$ cat src/rtl/atm_portdec.sv
`default_nettype none
// ---------------------------------------------------------------------------
// atm_portdec : ATM/Pentagon-1M I/O port decoder (7FFD, EFF7, xxF7, xx77, DOS)
// Rev 1.0
// ---------------------------------------------------------------------------
module atm_portdec (
   input  logic        fclk,
   input  logic        rst_n,
   input  logic        zpos,
   input  logic        zneg,
   input  logic [15:0] za,
   input  logic [7:0]  zd,
   input  logic        iorq_n,
   input  logic        wr_n,
   input  logic        m1_n,
   input  logic        dos_turn_on,
   input  logic        dos_turn_off,
   output logic        dos,
   output logic        pent1m_ROM,
   output logic [5:0]  pent1m_page,
   output logic        scr_page,
   output logic        pent1m_ram0_0,
   output logic        pent1m_1m_on,
   output logic        pager_off,
   output logic        turbo,
   output logic        atmF7_wr
);

   logic       iowr_reg_q, iowr_reg_d;
   logic       dos_q, dos_d;
   logic [5:0] page_q, page_d;
   logic       rom_q, rom_d;
   logic       scr_q, scr_d;
   logic       ram0_q, ram0_d;
   logic       on1m_q, on1m_d;
   logic       poff_q, poff_d;
   logic       turbo_q, turbo_d;
   logic       d5_q, d5_d;

   logic iowr, stb, lock;
   logic wr_7ffd, wr_eff7, wr_xxf7, wr_xx77;
   logic unused_zneg;

   assign unused_zneg = zneg;

   always_comb begin
      iowr    = ~iorq_n & ~wr_n & m1_n;
      // Gated by rst_n so no strobe can leak out while reset is held.
      stb     = rst_n & zpos & iowr & ~iowr_reg_q;
      lock    = d5_q & ~on1m_q;
      wr_7ffd = stb & ~za[15] & ~za[1] & ~lock;
      wr_eff7 = stb & (za == 16'hEFF7) & ~dos_q;
      wr_xxf7 = stb & (za[7:0] == 8'hF7) & dos_q;
      wr_xx77 = stb & (za[7:0] == 8'h77) & dos_q;

      iowr_reg_d = zpos ? iowr : iowr_reg_q;
      dos_d      = dos_q;
      page_d     = page_q;
      rom_d      = rom_q;
      scr_d      = scr_q;
      ram0_d     = ram0_q;
      on1m_d     = on1m_q;
      poff_d     = poff_q;
      turbo_d    = turbo_q;
      d5_d       = d5_q;

      if (dos_turn_on)
         dos_d = 1'b1;
      else if (dos_turn_off)
         dos_d = 1'b0;

      if (wr_7ffd) begin
         page_d = {zd[5], zd[6], zd[7], zd[2:0]};
         scr_d  = zd[3];
         rom_d  = zd[4];
         d5_d   = zd[5];
      end

      if (wr_eff7) begin
         on1m_d = ~zd[2];
         ram0_d = zd[3];
      end

      if (wr_xx77) begin
         poff_d  = ~za[8];
         turbo_d = zd[3];
      end
   end

   always_ff @(posedge fclk or negedge rst_n) begin
      if (!rst_n) begin
         iowr_reg_q <= 1'b0;
         dos_q      <= 1'b0;
         page_q     <= 6'd0;
         rom_q      <= 1'b0;
         scr_q      <= 1'b0;
         ram0_q     <= 1'b0;
         on1m_q     <= 1'b0;
         poff_q     <= 1'b0;
         turbo_q    <= 1'b0;
         d5_q       <= 1'b0;
      end else begin
         iowr_reg_q <= iowr_reg_d;
         dos_q      <= dos_d;
         page_q     <= page_d;
         rom_q      <= rom_d;
         scr_q      <= scr_d;
         ram0_q     <= ram0_d;
         on1m_q     <= on1m_d;
         poff_q     <= poff_d;
         turbo_q    <= turbo_d;
         d5_q       <= d5_d;
      end
   end

   assign dos           = dos_q;
   assign pent1m_ROM    = rom_q;
   assign pent1m_page   = page_q;
   assign scr_page      = scr_q;
   assign pent1m_ram0_0 = ram0_q;
   assign pent1m_1m_on  = on1m_q;
   assign pager_off     = poff_q;
   assign turbo         = turbo_q;
   assign atmF7_wr      = wr_xxf7;

endmodule
`default_nettype wire

$ cat config.mk
export PLATFORM = sky130hd
export DESIGN_NAME = atm_portdec
export DESIGN_NICKNAME = d
export VERILOG_FILES = /design/src/rtl/atm_portdec.sv
export SDC_FILE = /design/constraint.sdc
export NUM_CORES = 1
export LEC_CHECK = 0
export CAP_MARGIN = 20
export CELL_PAD_IN_SITES_DETAIL_PLACEMENT = 1
export CELL_PAD_IN_SITES_GLOBAL_PLACEMENT = 1
export CORE_ASPECT_RATIO = 1.1
export CORE_MARGIN = 4
export CORE_UTILIZATION = 22
export DETAILED_ROUTE_END_ITERATION = 12
export PLACE_DENSITY_LB_ADDON = 0.1
export SYNTH_ARGS = -nofsm -noshare
export SYNTH_HDL_FRONTEND = slang
export SYNTH_SLANG_ARGS = --single-unit
$ cat constraint.sdc
create_clock -name fclk -period 1.3 [get_ports fclk]
set_input_delay 0.325 -clock fclk [delete_from_list [all_inputs] [get_ports fclk]]
set_output_delay 0.325 -clock fclk [all_outputs]
set_load 0.05 [all_outputs]
; Yosys cells after proc, flatten, opt, wreduce, memory -nomap -nowiden
; Cells that the tools add are included.
[word_totals]
latch_bits = 0
memories = 0
ram_bits = 0
inputBits = 33
output_inout_bits = 14
rom_bits = 0
wordCells = 41
register_bits = 15
[op_classes]
mul = 0
n_div = 0
addsub = 0
n_reduce_logical = 1
n_eq_ne = 3
shift = 0
bitwise = 25
muxes = 2
magnitude_cmp = 0
[op_table]
columns = operator, count
row1 = "16-bit equality test, second input constant", 1
row2 = 1-bit AND, 15
row3 = 1-bit inverter, 10
row4 = "8-bit by 7-bit equality test with 1-bit output, second input constant", 1
row5 = "8-bit equality test, second input constant", 1
row6 = 1-bit two-way mux, 2
row7 = 2-bit nonzero test, 1

; Depth between registers and ports, before layout
[depth]
word_depth = 8
ltp_mapped = 4
depth_no_buf = 4

; Least setup slack after synthesis
; Ideal clock, no wire load.
[synth_path]
kind = register -> output
startpoint = reg dos_q, in the netlist dos
endpoint = out atmF7_wr
setup_slack_ps = -1279
n_path_buf = 0
t_required_ps = 975
path_stages_with_launch = 3
arrival_ps = 2254
cell_sequence = dfrtp_1 nand4_1 nor4_1
[synth_between]
elab_chain_len = 1
[synth_lines]
columns = item, line
row1 = "start, declared", 30  ; logic dos_q, dos_d;
row2 = "start signal, assigned", 104  ; dos_q <= dos_d;
row3 = 1-bit AND, 53  ; wr_xxf7 = stb & (za[7:0] == 8'hF7) & dos_q;
row4 = "end, declared", 26  ; output logic atmF7_wr
; Every way passes these cells.

; Worst setup path after layout
[layout_path]
startpoint = reg iowr_reg_q
endpoint = out atmF7_wr
[layout_between]
elab_chain_len = 4
[layout_lines]
columns = item, line
row1 = "start, declared", 29  ; logic iowr_reg_q, iowr_reg_d;
row2 = "start signal, assigned", 103  ; iowr_reg_q <= iowr_reg_d;
row3 = 1-bit inverter, 49  ; stb = rst_n & zpos & iowr & ~iowr_reg_q;
row4 = 1-bit AND, 49
row5 = 1-bit AND (2 in a row), 53
; Every way passes these cells.

==> results.sh <==
export IMPL_p_leak_uw=0.000660
export IMPL_grt_pass1_wl_um=3430
export IMPL_io_pins=47
export IMPL_rows=20
export IMPL_postSynthCellCount=52
export IMPL_ctsHoldBuffers=0
export IMPL_cap_violations=0
export IMPL_synth_fp_nets=85
export IMPL_rsz0062_at_grt="yes"
export IMPL_r2r_start="iowr_reg_q"
export IMPL_drt_iter0_markers=12
export IMPL_crit_buf_inv=1
export IMPL_startpoint="iowr_reg_q"
export IMPL_holdWs_ns=0.172
export IMPL_die_area_um2=3910
export IMPL_synth_seq_cells=14
export IMPL_final_nets=146
export IMPL_tightest_slew_ns=0.257
export IMPL_required_ns=0.98
export IMPL_syn_to_final_growth_pct=125
export IMPL_crit_cells=4
export IMPL_path_class="flop to primary output"
export IMPL_place_congestion=0.698
export IMPL_vias=649
export IMPL_hold_violations=0
export IMPL_endpoint_kind="primary output"
export IMPL_antenna_left=0
export IMPL_violations="negative setup slack"
export IMPL_finalPower_uw=1290
export IMPL_yosysUniqueCellTypes=19
export IMPL_synth_top_area_share_pct=53.6
export IMPL_insertion_delay_ns=0.28
export IMPL_grt_pass1_vias=724
export IMPL_path_clk_slew_ns=0.09
export IMPL_clockBufferDepth=2
export IMPL_grt_start_max_net_pins=15
export IMPL_route_met3_wl_um=166
export IMPL_met1Wirelength_um=785
export IMPL_power_density_nw_per_um2=873
export IMPL_portBuffers=45
export IMPL_hold_path_class="primary input to async pin"
export IMPL_avgSynthCellArea_um2=12.6
export IMPL_synth_area_um2=653
export IMPL_r2r_end="turbo"
export IMPL_routed_top_layer="met4"
export IMPL_relSlewSlack_pct=82.8
export IMPL_fin_crit_sh_pct=145
export IMPL_die_w_um=60.0
export IMPL_antenna_found_initial=0
export IMPL_critPathLaunchType="flop"
export IMPL_crit_chain="nor4bb_2, nand4_1, nor4_4, buf_12"
export IMPL_nFillCells=298
export IMPL_wirelength_um=2140
export IMPL_status="complete, but fails checks"
export IMPL_synth_area_leaders="dfrtp_1 (54%), mux2_2 (19%), mux2i_1 (3.1%), nand3_1 (2.3%), inv_1 (2.3%)"
export IMPL_ctsHtreeMaxLevel=1
export IMPL_yosysWarnings=0
export IMPL_vdd_ir_drop_max_v=0.000583
export IMPL_viasPerCell=4.48
export IMPL_first_pass_iters=3
export IMPL_overflow=0
export IMPL_cts_inserted_buffers=3
export IMPL_grt_util_all_layers_pct=11.8
export IMPL_fmax_mhz=531
export IMPL_die_h_um=65.1
export IMPL_clockRootBuffer="clkbuf_4"
export IMPL_yosysTopAreaCell="dfrtp_1"
export IMPL_dp_hpwl_um=1730
export IMPL_critical_path_endpoint="atmF7_wr"
export IMPL_synth_yosys_seq_area_share_pct=53.6
export IMPL_wire_per_inst_um=14.8
export IMPL_cp_arrival_ns=1.56
export IMPL_drv_slew=0
export IMPL_slowest_stage="dfrtp_1"
export IMPL_critical_path_max_stage_delay_ns=0.40
export IMPL_antenna_cells=0
export IMPL_drc_errors=0
export IMPL_cts_tree="built"
export IMPL_cts_num_sinks=14
export IMPL_coreArea_um2=2800
export IMPL_setup_viol=13
export IMPL_cpLargestDelayFamily="simple AND/OR/NAND/NOR gates"
export IMPL_ff2ff_path_depth=4
export IMPL_post_route_min_period_ns=1.88
export IMPL_setup_ws_ns=-0.582
export IMPL_drive_gt1_share_pct=47.3
export IMPL_dr_wl_met2_um=1170
export IMPL_initial_core_util_pct=23.3
export IMPL_path_max_fanout=3
export IMPL_fin_worst_skew_ns=0.000879
export IMPL_reg2reg_slack_ns=-0.30
## worst min-delay path by stage
stage	startpoint	endpoint	slack (ns)	cells past startpoint
global placement	iowr_reg_q	iowr_reg_q	0.51	1
finish	rst_n	iowr_reg_q	0.17	2
detailed placement	iowr_reg_q	iowr_reg_q	0.52	1
CTS	rst_n	turbo	0.17	2
global route	rst_n	pent1m_page[5]	0.20	2
floorplan	rst_n	dos	0.03	0
## cell usage after synthesis, drive strengths merged
cell,number
mux2i,2
a21o,1
inv,4
and4,1
nand2,2
nand4b,1
buf,1
nand3b,1
nor3b,1
nor2,3
nand4,2
nor4bb,1
nor4,1
nor4b,2
dfrtp,14
nand3,3
or3b,1
mux2,11
## state kept, by name (all words and copies together) (netlist names)
name           flops
pent1m_1m_on       1
dos                1
scr_page           1
iowr_reg_q         1
pent1m_page        6
pager_off          1
pent1m_ROM         1
pent1m_ram0_0      1
turbo              1
## metrics by stage
| step | instances | TNS, ns | worst slack [ns] | cell area [um2] | util (%) |
|---|---|---|---|---|---|
| 2_1_floorplan | 52 | -1.86 | -0.469 | 696 | - |
| 3_3_place_gp | 140 | -9.50 | -0.884 | 1400 | 50.0 |
| 5_1_grt | 145 | -4.09 | -0.642 | 1470 | 52.5 |
| 3_5_place_dp | 140 | -9.90 | -0.925 | 1400 | 50.0 |
| 4_1_cts | 145 | -3.31 | -0.744 | 1470 | 52.5 |
| 6_report | 145 | -3.03 | -0.582 | 1470 | 52.5 |
## cells by family (layout without fill, tap and decap cells)
kind of cell / after synthesis / in the layout / synth area share [%]
AND/OR/NAND/NOR: 19 / 19 / 19.7
flip-flops: 14 / 14 / 53.6
multiplexers: 13 / 13 / 22.0
buffers and inverters: 5 / 65 / 3.45
AO/OA/AOI/OAI: 1 / 1 / 1.15
## area by class of cell
type / instances / area, um2 / share of cell area (%)
Inverter: 4 / 15.0 / 1.02
Clock buffer: 4 / 36.3 / 2.46
Timing Repair Buffer: 57 / 679 / 46.1
Tap cell: 33 / 41.3 / 2.80
Sequential cell: 14 / 352 / 23.9
Multi-Input combinational cell: 33 / 349 / 23.7
## report_power, final
part | switching, uW | internal, uW
Sequential | 37.3 | 471
Clock | 147 | 171
Combinational | 198 | 261
Total | 383 | 903
## metal layers
layer	vias up	GRT usage, %
met2	30	21.8
met1	305	12.8
met3	2	2.55
li1	312	-
met4	0	4.16
met5	-	0
## cells in the final DEF (no fill, tap or decap)
cell type | Yosys | layout
inv_1 | 4 | 4
and4_4 | 0 | 1
nor4b_4 | 0 | 1
nor4bb_2 | 0 | 1
nand4_1 | 2 | 2
clkdlybuf4s15_1 | 0 | 1
a21o_1 | 1 | 1
nor2_1 | 3 | 2
nand3_4 | 0 | 1
clkbuf_8 | 0 | 1
buf_4 | 1 | 10
clkdlybuf4s50_1 | 0 | 24
nor2_4 | 0 | 1
dlygate4sd2_1 | 0 | 4
or3b_4 | 0 | 1
buf_2 | 0 | 1
nor3b_2 | 0 | 1
nand4b_1 | 1 | 1
nor4b_2 | 1 | 1
mux2_2 | 11 | 10
clkdlybuf4s15_2 | 0 | 1
mux2i_1 | 2 | 2
clkbuf_4 | 0 | 3
nor4_4 | 0 | 1
buf_6 | 0 | 2
nand3_1 | 3 | 2
dfrtp_1 | 14 | 13
nand2_1 | 2 | 2
dfrtp_2 | 0 | 1
buf_12 | 0 | 14
nand3b_1 | 1 | 1
mux2_4 | 0 | 1
## repair_timing
action,4_1_cts,5_1_grt
pin swaps,9,3
endpoints found under the setup margin,14,14
resized for setup,20,0
setup buffers,1,0
Note: power is estimated with default switching activity, not from simulation.
